==> src/rtl/prime_trial_engine.sv <==
// rtl/prime_trial_engine.sv - trial-division primality engine with valid/ready streams
// Divisors are 2 then odd values; each divisor costs one TEST, NBITS DIV and one EVAL cycle.
module prime_trial_engine #(
   parameter int NBITS     = 16,
   parameter int SQRT_STOP = 1
) (
   input  logic             clk,
   input  logic             reset_n,
   input  logic             abort,
   input  logic             in_val,
   output logic             in_rdy,
   input  logic [NBITS-1:0] in_num,
   output logic             out_val,
   input  logic             out_rdy,
   output logic             out_is_prime,
   output logic [NBITS-1:0] out_factor,
   output logic             busy
);

   localparam int CW = $clog2(NBITS);
   localparam logic [NBITS-1:0] TWO   = NBITS'(2);
   localparam logic [NBITS-1:0] THREE = NBITS'(3);

   typedef enum logic [2:0] {IDLE, CHECK, TEST, DIV, EVAL, DONE} state_t;

   state_t             state_q, state_d;
   logic [NBITS-1:0]   n_q, n_d;
   logic [NBITS-1:0]   d_q, d_d;
   logic [NBITS-1:0]   factor_q, factor_d;
   logic               prime_q, prime_d;
   logic [NBITS:0]     rem_q, rem_d;
   logic [NBITS:0]     rem_shift, rem_step;
   logic [CW-1:0]      cnt_q, cnt_d;
   logic [2*NBITS-1:0] d_wide, n_wide, d_sq;
   logic               stop;

   // Square compared at double width so d*d never wraps.
   always_comb begin
      d_wide = {{NBITS{1'b0}}, d_q};
      n_wide = {{NBITS{1'b0}}, n_q};
      d_sq   = d_wide * d_wide;
      stop   = (SQRT_STOP != 0) ? (d_sq > n_wide) : (d_q >= n_q);
   end

   // One restoring shift-subtract step, dividend bits taken MSB first.
   always_comb begin
      rem_shift = {rem_q[NBITS-1:0], n_q[cnt_q]};
      if (rem_shift >= {1'b0, d_q})
         rem_step = rem_shift - {1'b0, d_q};
      else
         rem_step = rem_shift;
   end

   always_comb begin
      state_d  = state_q;
      n_d      = n_q;
      d_d      = d_q;
      factor_d = factor_q;
      prime_d  = prime_q;
      rem_d    = rem_q;
      cnt_d    = cnt_q;
      case (state_q)
         IDLE: begin
            if (in_val) begin
               n_d     = in_num;
               d_d     = TWO;
               state_d = CHECK;
            end
         end
         CHECK: begin
            if (n_q < TWO) begin
               prime_d  = 1'b0;
               factor_d = '0;
               state_d  = DONE;
            end else if ((n_q == TWO) || (n_q == THREE)) begin
               prime_d  = 1'b1;
               factor_d = n_q;
               state_d  = DONE;
            end else begin
               state_d = TEST;
            end
         end
         TEST: begin
            if (stop) begin
               prime_d  = 1'b1;
               factor_d = n_q;
               state_d  = DONE;
            end else begin
               rem_d   = '0;
               cnt_d   = CW'(NBITS - 1);
               state_d = DIV;
            end
         end
         DIV: begin
            rem_d = rem_step;
            cnt_d = cnt_q - 1'b1;
            if (cnt_q == '0)
               state_d = EVAL;
         end
         EVAL: begin
            if (rem_q == '0) begin
               prime_d  = 1'b0;
               factor_d = d_q;
               state_d  = DONE;
            end else begin
               d_d     = (d_q == TWO) ? THREE : (d_q + TWO);
               state_d = TEST;
            end
         end
         DONE: begin
            if (out_rdy)
               state_d = IDLE;
         end
         default: state_d = IDLE;
      endcase
      // Abort wins everywhere, including over a candidate offered in IDLE.
      if (abort)
         state_d = IDLE;
   end

   always_ff @(posedge clk or negedge reset_n) begin
      if (!reset_n) begin
         state_q  <= IDLE;
         n_q      <= '0;
         d_q      <= '0;
         factor_q <= '0;
         prime_q  <= 1'b0;
         rem_q    <= '0;
         cnt_q    <= '0;
      end else begin
         state_q  <= state_d;
         n_q      <= n_d;
         d_q      <= d_d;
         factor_q <= factor_d;
         prime_q  <= prime_d;
         rem_q    <= rem_d;
         cnt_q    <= cnt_d;
      end
   end

   assign in_rdy       = (state_q == IDLE);
   assign out_val      = (state_q == DONE);
   assign busy         = (state_q != IDLE);
   assign out_is_prime = prime_q;
   assign out_factor   = factor_q;

endmodule

==> config.mk <==
export PLATFORM = sky130hd
export DESIGN_NAME = prime_trial_engine
export DESIGN_NICKNAME = d
export VERILOG_FILES = /design/src/rtl/prime_trial_engine.sv
export SDC_FILE = /design/constraint.sdc
export NUM_CORES = 1
export LEC_CHECK = 0
export ABC_AREA = 1
export BUFFER_PORTS_ARGS = -buffer_cell sky130_fd_sc_hd__buf_4
export CORE_ASPECT_RATIO = 0.5
export CORE_MARGIN = 2
export CORE_UTILIZATION = 60
export CTS_CLUSTER_DIAMETER = 30
export CTS_CLUSTER_SIZE = 8
export DETAILED_ROUTE_END_ITERATION = 12
export PLACE_DENSITY = 0.83
export SLEW_MARGIN = 25
export SYNTH_ARGS = -nofsm -noshare
export SYNTH_HDL_FRONTEND = slang
export SYNTH_SLANG_ARGS = --single-unit
export TNS_END_PERCENT = 10
==> constraint.sdc <==
create_clock -name clk -period 8.7 [get_ports clk]
set_input_delay 0.435 -clock clk [delete_from_list [all_inputs] [get_ports clk]]
set_output_delay 0.435 -clock clk [all_outputs]
set_load 0.02 [all_outputs]
* Yosys cells after proc, flatten, opt, wreduce, memory -nomap -nowiden
Cells that the tools add are included.
** Word-level totals
- Register bits after elaboration :: 73
- Output and inout port bits :: 20
** Cells by class
- Add/sub/neg operators :: 3
- Multipliers :: 1
- Magnitude comparators :: 4
- Equal/unequal tests :: 17
- Muxes and demuxes :: 30
- Reductions and logical operators :: 13
** Operators with widths (count)
- $mux W16 :: 7
- $eq A16 B2 Y1 const B :: 3
- $pmux W16 S3 :: 1
- $mux W17 :: 2
- $pmux W17 S2 :: 1
- $gt A32 B16 Y1 :: 1
- $mul A16 B16 Y32 :: 1
- $pmux W16 S2 :: 1
- $mux W3 :: 8
- $pmux W3 S6 :: 1
- $ge A17 B16 Y1 :: 1
- $logic_not A17 Y1 :: 1
- $sub A17 B16 Y17 :: 1
- $add A16 B2 Y16 const B :: 1
- $lt A16 B2 Y1 const B :: 1
- $ne A2 B2 Y1 const B :: 5
- $ne A3 B3 Y1 const B :: 3
- $pmux W4 S2 :: 1
- $eq A3 B2 Y1 const B :: 2
- $eq A3 B3 Y1 const B :: 2
- $reduce_and A3 Y1 :: 2
- $reduce_bool A3 Y1 :: 2
- $lt A4 B5 Y1 const B :: 1
- $mux W1 :: 5
- other kinds (12) :: 14

* Longest topological paths before layout
Gate-level depths: netlist (run 1).
- Word-level depth :: 6
- Depth in mapped cells :: 39
- Gate-level depth less buffers :: 37

* Least setup slack after synthesis (run 1)
No wires, ideal clock.
- Path type :: reg-to-reg
- Start :: register d_q[4]
- End :: register rem_q[15]
- Setup time :: 0.124 ns
- Arrival time :: 6.624 ns
- Required time :: 8.576 ns
- Setup slack :: 1.953 ns
- Stages on the path, launching flop included :: 35
- Buffers on the path :: 2
- Cell sequence :: dfrtp_1 > clkbuf_1 > buf_1 > nand2_1 > fa_1 > fa_1 > inv_1 > fa_1 > fa_1 > fa_1 > inv_1 > fa_1 > inv_1 > ha_1 > nand2_1 > nor2_2 > inv_2 > nor2_1 > nand2_1 > nand3_2 > xor2_1 > ha_1 > nand4_1 > nor2_1 > nand4_1 > nand2_1 > nand3_1 > nor2_1 > nand2_1 > nor2_2 > nand4_4 > nand2_2 > inv_2 > nand2_1 > nand2_1
** Between the ends
- Longest elaborated chain between the ends :: 4
- Elaborated cells between the ends (all ways) :: 8
** Ends and longest elaborated chain
- start: declaration :: RTL line 28 : logic [NBITS-1:0] d_q, d_d;
- start signal: assignment :: RTL line 125 : d_q <= '0;
- start signal: assignment :: RTL line 133 : d_q <= d_d;
- $mul A16 B16 Y32 :: RTL line 41 : d_sq = d_wide * d_wide;
- $gt A32 B16 Y1 :: RTL line 42 : stop = (SQRT_STOP != 0) ? (d_sq > n_wide) : (d_q >= n_q);
- $ne A2 B2 Y1 (no line)
- $reduce_and A2 Y1 (no line)
- end signal: assignment :: RTL line 136 : rem_q <= rem_d;
- end: declaration :: RTL line 31 : logic [NBITS:0] rem_q, rem_d;
Parallel ways exist; a longest one is shown, timed or not.
A chain may end at the register's enable or synchronous reset.

* Worst setup path in the final report (run 1)
- Start :: register d_q[7]
- End :: register rem_q[7]
The elaborated chain is that of the path after synthesis.

==> flow_metrics.env, run 1 <==
export IMPL_status="finished clean"
export IMPL_finalCritPeriodShare_pct=90.91
export IMPL_gr_total_overflow=0
export IMPL_drive_gt1_share_pct=5.684
export IMPL_criticalPathCategory="register to register"
export IMPL_final_setup_tns_ps=0
export IMPL_multi_input_area_um2=9310
export IMPL_cts_buffers=9
export IMPL_grt_pass1_wl_um=56870
export IMPL_grtUsageTotal_pct=31.83
export IMPL_clock_path_buffers=2
export IMPL_num_rows=38
export IMPL_nFillCells=1881
export IMPL_synth_area_um2=13050
export IMPL_dp_hpwl_um=28320
export IMPL_critPathRequiredTime_ps=8920
export IMPL_final_setup_viol_count=0
export IMPL_vias_per_cell=5.450
export IMPL_io_buffers=40
export IMPL_slowest_delay_ps=740
export IMPL_place_congestion=0.9651
export IMPL_yosysUniqueCellTypes=47
export IMPL_syn_inst=1794
export IMPL_drt_wl_total_um=34170
export IMPL_antenna_found_initial=0
export IMPL_worst_pin_slew_ps=949.4
export IMPL_worstSkewPairLatency_ps=350
export IMPL_cts_sinks=73
export IMPL_regArea_um2=1827
export IMPL_grt_pass1_vias=11350
export IMPL_syn_to_final_growth_pct=6.750
export IMPL_cts_tree="done"
export IMPL_reg2reg_depth=35
export IMPL_crit_top_cell="nand2_1"
export IMPL_hold_viol_final=0
export IMPL_root_buffer="clkbuf_16"
export IMPL_insertedDiodeCount=0
export IMPL_maxCapViolCount=0
export IMPL_postRouteAntennaNets=0
export IMPL_post_cts_resized=0
export IMPL_vias=11510
export IMPL_powerDensity_nw_per_um2=153.8
export IMPL_cts_hold_buf=0
export IMPL_r2r_start="d_q[7]"
export IMPL_start_kind="register"
export IMPL_arrival_ps=8130
export IMPL_synth_edf_count=0
export IMPL_end_kind="register"
export IMPL_die_h_um=108.3
export IMPL_max_freq_mhz=126.4
export IMPL_rsz0062_at_grt="false"
export IMPL_wl_per_cell_um=16.18
export IMPL_crit_fanout=23
export IMPL_yosys_warnings=0
export IMPL_synth_avg_cell_area_um2=7.274
export IMPL_fin_nets=2130
export IMPL_grt_max_degree=74
export IMPL_p_leak_nw=8.652
export IMPL_ys_async_sr_fraction_pct=100.0
export IMPL_post_cts_setup_buffers=0
export IMPL_clkTransAtPathRegs_ps=60
export IMPL_maxSlewHeadroom_pct=36.47
export IMPL_layout_setup_ws_ps=790.9
export IMPL_dr_pass1_iters=6
export IMPL_drc=0
export IMPL_report_final_slew_viol_count=0
export IMPL_skew_ps=9.480
export IMPL_h_tree_depth=3
export IMPL_ir_worst_vdd_v=0.0002342
export IMPL_coreArea_um2=21490
export IMPL_rr_endpoint="rem_q[7]"
export IMPL_seq_area_frac_synth_pct=14.00
export IMPL_hp_class="input port to async pin"
export IMPL_dieArea_um2=23020
export IMPL_ys_flop_type="dfrtp_1"
export IMPL_syn_num_nets=2117
export IMPL_ys_ff_latch=73
export IMPL_fp_dieW_um=212.6
export IMPL_initial_core_util_pct=60.72
export IMPL_critPathSlowestCell="dfrtp_1"
export IMPL_place_ws_ps=920.1
export IMPL_regToRegSetupSlack_ps=790
export IMPL_min_period_ps=7909
export IMPL_dr_first_iter_drc_count=1023
export IMPL_io_pins=41
-- worst max path at each step --
stage	from	end	slack, ps	depth (start not counted)
2_1_floorplan	d_q[4]	rem_q[15]	1950	34
4_1_cts	d_q[7]	rem_q[7]	890	35
3_5_place_dp	d_q[7]	rem_q[8]	920	35
5_1_grt	d_q[7]	rem_q[7]	290	35
6_report	d_q[7]	rem_q[7]	790	35
3_3_place_gp	d_q[7]	rem_q[9]	1110	35
-- worst max-delay path: cells and delay by family, from the launching register on --
family | cells | cell delay (ps)
flip-flops | 1 | 740
buffers and inverters | 9 | 940
AND/OR/NAND/NOR | 15 | 1740
AO/OA/AOI/OAI | 2 | 250
adder cells (fa/ha/maj) | 8 | 3900
XOR/XNOR | 1 | 210
-- logic make-up after synthesis --
group / Yosys count / share of synthesized area, %
flip-flops: 73 / 14.00
buffers and inverters: 503 / 14.66
AND/OR/NAND/NOR: 714 / 23.08
AO/OA/AOI/OAI: 161 / 7.009
XOR/XNOR: 41 / 2.752
adder cells (fa/ha/maj): 302 / 38.50
-- stage by stage --
stage	util, %	std cells	hold slack, ps	cell area [µm²]	power, W
2_1_floorplan	-	1794	139.4	13050	0.001378
3_3_place_gp	63.32	2096	458.1	13610	0.001679
3_5_place_dp	63.32	2096	464.9	13610	0.001699
4_1_cts	64.81	2112	273.3	13930	0.002115
5_1_grt	64.82	2112	170.3	13930	0.002313
6_report	64.82	2112	95.19	13930	0.002143
-- cells in the mapped netlist (4+ instances only) --
master | instances | area share, %
nor3_1 | 14 | 0.54
nor2_1 | 78 | 2.2
nor4_1 | 8 | 0.38
nand4_1 | 37 | 1.8
buf_1 | 6 | 0.17
nand3b_1 | 5 | 0.29
xnor2_1 | 10 | 0.67
nand3_1 | 47 | 1.8
dfrtp_1 | 73 | 14
nand2_2 | 5 | 0.24
xor2_1 | 31 | 2.1
o31ai_1 | 4 | 0.23
buf_2 | 8 | 0.31
ha_1 | 136 | 13
o21ai_0 | 51 | 2.0
and2_1 | 5 | 0.24
fa_1 | 166 | 25
o22ai_1 | 15 | 0.72
inv_1 | 440 | 13
nand2_1 | 494 | 14
o211ai_1 | 14 | 0.81
inv_2 | 10 | 0.29
clkbuf_1 | 34 | 0.98
a21oi_1 | 57 | 2.2
nor2_2 | 9 | 0.43
-- power breakdown --
| group | internal, W | leakage (nW) | switching [W] | total (W) |
|---|---|---|---|---|
| clock | 0.000253 | 0.157 | 0.000155 | 0.000408 |
| sequential | 0.000449 | 0.937 | 0.000111 | 0.000560 |
| combinational | 0.000387 | 7.56 | 0.000789 | 0.00118 |
| total | 0.00109 | 8.65 | 0.00105 | 0.00214 |
-- metal layers --
layer  track usage (%)  wire length [µm]  vias to the layer above
met4             8.741               843                        0
met5                 0                 0                        -
li1                  -                 -                     5458
met3             6.709              3359                       66
met1             44.38             14690                     5431
met2             50.77             15280                      555
-- layout make-up --
type,count,share of cell area (%)
multi-input combinational,1218,66.83
sequential,73,13.11
inverter,452,12.18
timing repair buffer,53,2.883
tap,300,2.694
clock buffer,10,1.644
clock inverter,6,0.6556
-- cells in the final DEF (no fill, tap or decap), types with 4 or more instances in the layout --
master     count
a21oi_1       57
and2_1         5
buf_4         52
clkbuf_16      9
dfrtp_1       73
fa_1         166
ha_1         136
inv_1        440
inv_2         10
nand2_1      494
nand2_2        5
nand3_1       47
nand3b_1       5
nand4_1       37
nor2_1        78
nor2_2         9
nor3_1        14
nor4_1         8
o211ai_1      14
o21ai_0       51
o22ai_1       15
o31ai_1        4
xnor2_1       10
xor2_1        31
-- sequential cells by signal, indices dropped and copies added, names as in the netlist --
register      count
state_q           3
rem_q            17
out_factor       16
n_q              16
out_is_prime      1
d_q              16
cnt_q             4
No activity file was read; power rests on OpenSTA's default activity.
==> inputs of run 2 (changes only) <==
- RECOVER_POWER: default -> 25
==> run 2 against run 1 <==
  * Power barely moved
  * Critical path type unchanged
  * Largest power group unchanged
  * Largest cell class unchanged
  * Core utilization about the same
  * The run now ends with capacitance limit, slew limit left
  * First-iteration DRC count is 0.39% lower
==> flow_metrics.env, run 2 (same netlist as run 1, synthesis figures left out) <==
export IMPL_status="finished, violations left"
export IMPL_failed_checks="capacitance limit, slew limit"
export IMPL_io_pins=41
export IMPL_final_common_cell="nand2_1"
export IMPL_start_kind="register"
export IMPL_top_layer="met4"
export IMPL_fin_nets=2130
export IMPL_post_cts_setup_buffers=0
export IMPL_drc=0
export IMPL_die_h_um=108.3
export IMPL_grt_max_degree=74
export IMPL_worstSkewPairLatency_ps=350
export IMPL_vias=11510
export IMPL_arrival_ps=8150
export IMPL_min_period_ps=7931
export IMPL_root_buffer="clkbuf_16"
export IMPL_skew_ps=9.542
export IMPL_hp_class="input port to register"
export IMPL_h_tree_depth=3
export IMPL_wl_per_cell_um=16.18
export IMPL_fin_util_pct=64.79
export IMPL_insertedDiodeCount=0
export IMPL_dieArea_um2=23020
export IMPL_dr_pass1_iters=6
export IMPL_post_cts_resized=0
export IMPL_initial_core_util_pct=60.72
export IMPL_max_freq_mhz=126.1
export IMPL_fp_dieW_um=212.6
export IMPL_dr_first_iter_drc_count=1019
export IMPL_cts_hold_buf=0
export IMPL_cellInternalPower_w=0.001088
export IMPL_rsz0062_at_grt="false"
export IMPL_p_leak_nw=8.647
export IMPL_grt_pass1_wl_um=56870
export IMPL_grt_pass1_vias=11350
export IMPL_cts_sinks=73
export IMPL_largest_reg_flops=17
export IMPL_coreArea_um2=21490
export IMPL_postRouteAntennaNets=0
export IMPL_p_sw_share_pct=49.19
export IMPL_ir_worst_vdd_v=0.0002347
export IMPL_syn_to_final_growth_pct=6.693
export IMPL_finalCritPeriodShare_pct=91.16
export IMPL_cts_tree="done"
export IMPL_end_kind="register"
export IMPL_grtUsageTotal_pct=31.83
export IMPL_clock_path_buffers=2
export IMPL_maxSlewHeadroom_pct=-174.5
export IMPL_crit_fanout=23
export IMPL_p_seq_share_pct=26.1
export IMPL_slowest_delay_ps=750
export IMPL_combPwrFrac_pct=54.8
export IMPL_hold_viol_final=0
export IMPL_nFillCells=1883
export IMPL_crit_top_cell="nand2_1"
export IMPL_place_congestion=0.9651
export IMPL_wl_met2_um=15280
export IMPL_vias_per_cell=5.448
export IMPL_path_buf_inv=9
export IMPL_final_cell_mix="nand2_1, inv_1, fa_1, ha_1, nor2_1"
export IMPL_gr_total_overflow=0
export IMPL_power_frac_clock_pct=19.0
export IMPL_report_final_slew_viol_count=74
export IMPL_drive_gt1_share_pct=5.629
export IMPL_antenna_found_initial=0
export IMPL_drt_wl_total_um=34170
export IMPL_num_rows=38
export IMPL_critPathRequiredTime_ps=8920
export IMPL_powerDensity_nw_per_um2=153.8
export IMPL_worst_pin_slew_ps=4117
export IMPL_final_setup_tns_ps=0
export IMPL_critPathSlowestCell="dfrtp_1"
export IMPL_cp_top_family="adder cells"
export IMPL_clkTransAtPathRegs_ps=60
export IMPL_final_setup_viol_count=0
export IMPL_cts_buffers=9
export IMPL_dp_hpwl_um=28320
export IMPL_maxCapViolCount=1
export IMPL_criticalPathCategory="register to register"
export IMPL_met3_wirelength_um=3462
export IMPL_top_register="rem_q"
export IMPL_io_buffers=40
export IMPL_switchingPower_w=0.001054
export IMPL_wl_met1_um=14540
export IMPL_power_w=0.002142
==> run 2: cell type report <==
class,count,area [µm²],area share [%]
multi-input cells,1218,9310,66.87
repair buffers,53,394.1,2.831
flip-flops and latches,73,1827,13.12
inverters,452,1697,12.19
well taps,300,375.4,2.696
clock inverters,6,91.34,0.6560
clock buffers,10,229.0,1.644
==> run 2: worst paths after layout <==
check | start | to | slack (ps) | cells past startpoint
max | d_q[7] | rem_q[7] | 770 | 35
min | in_num[13] | n_q[13] | 290 | 3
max reg2reg | d_q[7] | rem_q[7] | 770 | 35
min reg2reg | out_factor[15] | out_factor[15] | 480 | 2
max in group asynchronous | reset_n | out_factor[3] | 4850 | 1
min in group asynchronous | reset_n | d_q[10] | 1530 | 1
==> run 2: per-layer routing <==
layer,vias up,global-route usage (%)
li1,5459,-
met1,5425,44.38
met2,549,50.77
met3,74,6.709
met4,0,8.741
met5,-,0
==> run 2: metrics by stage <==
stage	cell area [µm²]	std cells	setup WS [ps]	hold slack (ps)
detailed placement	13610	2096	920.1	464.9
floorplan	13050	1794	1953	139.4
global route	13920	2112	285.3	303.0
finish	13920	2112	769.2	290.0
global placement	13610	2096	1115	458.1
CTS	13930	2112	894.8	273.3
==> run 2: worst min-delay path, delay by kind of cell <==
kind / cells / cell delay, ps
AO/OA/AOI/OAI: 1 / 60
buffers and inverters: 1 / 80
AND/OR/NAND/NOR: 1 / 40
==> run 2: power by group through the flow <==
stage | Combinational [W] | Clock [W] | Sequential [W]
floorplan | 0.000824 | 0 | 0.000555
global placement | 0.00112 | 0 | 0.000555
detailed placement | 0.00114 | 0 | 0.000558
CTS | 0.00115 | 0.000408 | 0.000554
global route | 0.00132 | 0.000422 | 0.000572
finish | 0.00117 | 0.000407 | 0.000560
